--- config.mk ---
export PLATFORM = sky130hd
export DESIGN_NAME = timer_bcd
export DESIGN_NICKNAME = d
export VERILOG_FILES = /design/src/rtl/timer_bcd.sv
export SDC_FILE = /design/constraint.sdc
export NUM_CORES = 1
export LEC_CHECK = 0
export CORE_MARGIN = 1.5
export CORE_UTILIZATION = 57
export DETAILED_ROUTE_END_ITERATION = 10
export PLACE_DENSITY = 0.8
export SLEW_MARGIN = 40
export SYNTH_ARGS = -nofsm -noshare
export SYNTH_HDL_FRONTEND = slang
export SYNTH_SLANG_ARGS = --single-unit
--- constraint.sdc ---
create_clock -name clock -period 2.3 [get_ports clock]
set_clock_uncertainty 0.15 [all_clocks]
set_input_delay 0.23 -clock clock [delete_from_list [all_inputs] [get_ports clock]]
set_output_delay 0.23 -clock clock [all_outputs]
set_load 0.01 [all_outputs]
--- src/rtl/timer_bcd.sv ---
// timer_bcd: sequential binary-to-BCD converter for the timer count.
// Converts one bit per clock using shift-add-3 (double-dabble), then
// presents five packed BCD digits with a one-cycle valid pulse and a
// leading-zero blanking mask for the seven-segment driver.
module timer_bcd #(
    parameter int CONV_BITS = 16
) (
    input  logic                 clock,
    input  logic                 reset,
    input  logic [CONV_BITS-1:0] t_in,
    input  logic                 t_valid,
    output logic [19:0]          bcd_out,
    output logic                 bcd_valid,
    output logic [4:0]           lz_mask,
    output logic                 busy
);

    typedef enum logic [1:0] {
        IDLE = 2'd0,
        CONV = 2'd1,
        DONE = 2'd2
    } state_t;

    state_t               state;
    logic [CONV_BITS-1:0] shift;
    logic [19:0]          scratch;
    logic [19:0]          scratch_adj;
    logic [4:0]           cnt;
    logic [CONV_BITS-1:0] last;
    logic                 first;
    logic                 start;

    // A new sample is taken on the first valid after reset, or on any change.
    assign start = t_valid && (first || (t_in != last));

    // Add-3 correction on every nibble >= 5, applied before the shift.
    always_comb begin
        scratch_adj = scratch;
        for (int i = 0; i < 5; i++) begin
            if (scratch[4*i +: 4] >= 4'd5)
                scratch_adj[4*i +: 4] = scratch[4*i +: 4] + 4'd3;
        end
    end

    // Digit i is blank when it and every more-significant digit are zero;
    // the units digit is always shown.
    function automatic logic [4:0] lz_of(input logic [19:0] d);
        logic [4:0] m;
        m    = '0;
        m[4] = (d[19:16] == 4'd0);
        for (int i = 3; i >= 1; i--)
            m[i] = m[i+1] && (d[4*i +: 4] == 4'd0);
        m[0] = 1'b0;
        return m;
    endfunction

    // Control FSM with registered outputs: IDLE samples, CONV iterates, DONE publishes.
    always_ff @(posedge clock or negedge reset) begin
        if (!reset) begin
            state     <= IDLE;
            shift     <= '0;
            scratch   <= '0;
            cnt       <= '0;
            last      <= '0;
            first     <= 1'b1;
            bcd_out   <= '0;
            lz_mask   <= 5'b11110;
            bcd_valid <= 1'b0;
            busy      <= 1'b0;
        end else begin
            bcd_valid <= 1'b0;
            case (state)
                IDLE: begin
                    if (start) begin
                        shift   <= t_in;
                        last    <= t_in;
                        scratch <= '0;
                        cnt     <= '0;
                        first   <= 1'b0;
                        busy    <= 1'b1;
                        state   <= CONV;
                    end
                end
                CONV: begin
                    // Input MSB moves into the bottom of the BCD scratch.
                    {scratch, shift} <= {scratch_adj[18:0], shift, 1'b0};
                    cnt <= cnt + 5'd1;
                    if (cnt == 5'(CONV_BITS - 1))
                        state <= DONE;
                end
                DONE: begin
                    bcd_out   <= scratch;
                    lz_mask   <= lz_of(scratch);
                    bcd_valid <= 1'b1;
                    busy      <= 1'b0;
                    state     <= IDLE;
                end
                default: state <= IDLE;
            endcase
        end
    end

endmodule

Yosys cells after proc, flatten, opt, wreduce, memory -nomap -nowiden --
Cells that the tools add are included.
Storage, ports and cells: register bits 86, output and inout port bits 27, word-level logic and storage cells 60
Operators by class: add/subtract/negate cells 6, magnitude comparators 5, equality and inequality tests 6, muxes and demuxes 17, reduce and logical (&&, ||, !) cells 16
Operator list (number):
- $pmux W20 S2 | 1
- $pmux W16 S2 | 1
- $ge A4 B3 Y1 const B | 5
- $mux W20 | 1
- $add A4 B2 Y4 const B | 4
- $logic_not A4 Y1 | 4
- $mux W16 | 1
- $mux W4 | 4
- $ne A16 B16 Y1 | 1
- $pmux W5 S2 | 1
- $reduce_and A2 Y1 | 4
- $add A5 B1 Y5 const B | 1
- $eq A5 B4 Y1 const B | 1
- $mux W5 | 1
- $logic_and A1 B1 Y1 | 4
- $mux W2 | 2
- $ne A2 B2 Y1 const B | 2
- $pmux W2 S2 | 1
- $reduce_bool A2 Y1 | 2
- $add A3 B2 Y3 const B | 1
- $mux W3 | 1
- $eq A2 B1 Y1 const B | 1
- $eq A2 B2 Y1 const B | 1
- $logic_not A2 Y1 | 1
- 3 further kinds | 4

Longest topological paths before layout --
depth after elaboration 5, depth in mapped cells 7

Worst setup path after synthesis --
OpenSTA, ideal clock, no wires.
path kind register to register, start point reg last[3], end point reg last[2], arrival 1542 ps, setup slack 483 ps, cell stages (with the launch flop) 7, path buffers 1, period minus slack after synthesis 1817 ps, cell sequence dfrtp_1 > xnor2_1 > nand4_1 > nor3_4 > a21oi_2 > buf_4 > mux2_4
On the way: word-level cells in the longest chain between the ends 4
Ends and longest elaborated chain:
- start: declaration | line 29 | logic [CONV_BITS-1:0] last;
- start signal: assignment | line 76 | last <= t_in;
- $ne A16 B16 Y1 | line 34 | assign start = t_valid && (first || (t_in != last));
- $logic_or A1 B1 Y1 | line 34
- $logic_and A1 B1 Y1 | line 34
- $reduce_and A2 Y1 (no line)
Every way passes these cells. A chain may end at the register's enable or synchronous reset.

Worst setup path in the final report --
start point reg last[0], end point reg last[12]
Same word-level chain as after synthesis.

==> results.json <==
{
  "status": "completed",
  "drive_above_1_share_pct": 13.0,
  "critPathRequiredTime_ps": 2390,
  "p_seq_share_pct": 39.0,
  "n_fill_cell": 539,
  "core_area_um2": 7250,
  "crit_type": "reg2reg",
  "rrSetupSlack_ps": 330,
  "cts_sinks": 86,
  "worstSetupEndpointType": "flip-flop",
  "synth.most_common_cell": "dfrtp_1",
  "clk_path_buf_depth": 2,
  "wl_per_cell_um": 14.8,
  "core.rowCount": 31,
  "io_pins": 46,
  "die_area_um2": 8050,
  "synth_common_cells": "81 x dfrtp_1, 58 x nand2_1, 34 x o21ai_0",
  "synth.distinct_cells": 35,
  "gp_congestion": 0.798,
  "antenna_found_initial": 0,
  "drtAntennaViolNets": 0,
  "ir_drop_uv": 674,
  "path_clk_slew_ps": 90,
  "worst_slack_ps": 335,
  "grt_pass1_wl_mm": 14.9,
  "insertion_delay_ps": 350,
  "power_frac_clock_pct": 15.5,
  "powerDensity_nw_per_um2": 1310,
  "place_hpwl_mm": 5.63,
  "die_w_um": 89.7,
  "yosysWarnings": 0,
  "synth_enable_flop_cells": 0,
  "synth_top_area_share_pct": 47.3,
  "drcViolationCount": 0,
  "dp_cells": 551,
  "drt-total-wl_mm": 8.40,
  "num_antenna_cells": 0,
  "async_reset_ff_share_pct": 100,
  "switching_share_pct": 38.1,
  "yosys-top-cells-area": "dfrtp_1 47%, nand2_1 5.1%, ha_1 4.4%, mux2_4 4.2%, xnor2_1 4.1%",
  "cap_violations": 0,
  "rsz0062_at_grt": "no",
  "syn-cell-area_um2": 4290,
  "die_h_um": 89.7,
  "synthFlopType": "dfrtp_1",
  "power.internal_mw": 4.14,
  "grt_max_degree": 48,
  "slew_headroom_pct": 65.3,
  "min_path_type": "in2async",
  "min_period_ps": 1970,
  "portBuffers": 44,
  "fin_tns_setup_ps": 0,
  "grt_usage_pct": 22.6,
  "syn_to_final_growth_pct": 18.8,
  "synth_nets": 451,
  "initial_core_util_pct": 59.1,
  "synth_cells": 417,
  "syn_avg_cell_area_um2": 10.3,
  "p_leak_nw": 2.21,
  "max_freq_mhz": 509,
  "fin_cells": 568,
  "synth_area_leader_cell": "dfrtp_1",
  "cts_tree": "built",
  "ctsResizeCount": 0,
  "drt-pass1-iter-count": 4,
  "setup.worst_path.start_class": "flip-flop",
  "crit_fanout": 35,
  "fin_crit_sh_pct": 85.4,
  "cts_buffers": 9,
  "p_sw_mw": 2.54,
  "p_comb_share_pct": 45.5,
  "slew_violations": 0,
  "num_vias": 3209,
  "drt_iter0_drc": 190,
  "overflow": 0,
  "arrival_ps": 2050,
  "final_nets": 498,
  "holdWs_ps": 237,
  "tightest_slew_ps": 521,
  "finalHoldViolations": 0,
  "clockRootBuffer": "clkbuf_8",
  "htreeDepth": 3,
  "dpl_worst_slack_ps": 63.7,
  "seq_area_frac_synth_pct": 50.4,
  "grt_pass1_vias": 3201,
  "finalSetupViolCount": 0,
  "ys_seq_elements": 86,
  "via_per_inst": 5.65
}
[logic make-up after synthesis]
logic type                 count (synthesis)  share of synthesized area (%)
and+or+nand+nor                          116                           12.9
AOI/OAI and AO/OA                        110                           16.4
DFF                                       86                           50.4
buffers and inverters                     44                           4.44
muxes                                     23                           6.95
xor gates and xnor gates                  22                           4.50
adders and majority gates                 15                           4.38
other                                      1                         0.0875
[worst paths after layout]
kind                                 start           to  cells past startpoint
worst min register to register  lz_mask[2]   lz_mask[2]                      2
worst max-delay path               last[0]     last[12]                      6
worst min-delay path                 reset  bcd_out[15]                      2
min in group clock              lz_mask[2]   lz_mask[2]                      2
max in group asynchronous            reset        first                      3
worst max register to register     last[0]     last[12]                      6
[final cells by class]
type,instances,area [µm²],area share [%]
inverters,18,67.6,1.33
well taps,99,124,2.43
clock inverters,6,62.6,1.23
clock buffers,10,128,2.51
flip-flops and latches,86,2160,42.4
repair buffers,62,601,11.8
multi-input cells,287,1950,38.3
[through the flow]
step                      total power [mW]  util, %  area (µm²)
after global routing                  7.26     70.2        5090
after detailed placement              5.65     67.5        4890
after CTS                             6.73     70.2        5090
after global placement                5.51     67.5        4890
after floorplan                       4.79        -        4290
final                                 6.69     70.2        5090
[sequential cells by signal, summed over array words and instances (netlist names)]
name / count
bcd_valid: 1
state: 2
first: 1
bcd_out: 20
lz_mask: 4
scratch: 20
cnt: 5
last: 16
busy: 1
shift: 16
[worst max-delay path: stages (launching register included)]
cell	delay, ps
dfrtp_1	400
xnor2_1	200
nand4_1	190
nor3_4	280
a21oi_4	100
buf_12	180
mux2_4	310
[layer usage]
layer  GRT usage [%]  vias to the layer above  share of wire, %
li1                -                     1558                 -
met3            3.64                       13               3.8
met4            8.73                        0               1.4
met2            37.0                       74                50
met5               0                        -                 0
met1            30.4                     1564                45
[power by group through the flow]
stage	Combinational [mW]	Sequential, mW	Clock [mW]
finish	3.04	2.61	1.04
global route	3.43	2.69	1.14
CTS	3.07	2.60	1.07
detailed placement	3.02	2.62	0
global placement	2.91	2.60	0
floorplan	2.23	2.56	0
[placed cells by master, fill, tap and decap left out, types with 3 or more instances in the layout]
| master | n |
|---|---|
| nand4_1 | 5 |
| o31a_1 | 15 |
| mux2i_1 | 5 |
| a31oi_1 | 20 |
| xnor2_1 | 20 |
| o31ai_1 | 15 |
| ha_1 | 15 |
| nor4b_1 | 5 |
| dfrtp_1 | 81 |
| nand2_1 | 58 |
| clkbuf_8 | 9 |
| a21oi_1 | 4 |
| nor2_1 | 23 |
| and2_1 | 5 |
| o22ai_1 | 19 |
| inv_1 | 18 |
| nand2b_1 | 10 |
| clkinv_2 | 3 |
| mux2_2 | 6 |
| mux2_4 | 12 |
| dfstp_2 | 5 |
| buf_4 | 16 |
| o21ai_0 | 34 |
| clkdlybuf4s50_1 | 43 |
[repair_timing]
item                      CTS  global route
buffers inserted            0             0
hold buffers                1             0
hold endpoints to repair   35             0
No activity file was read; power rests on OpenSTA's default activity.
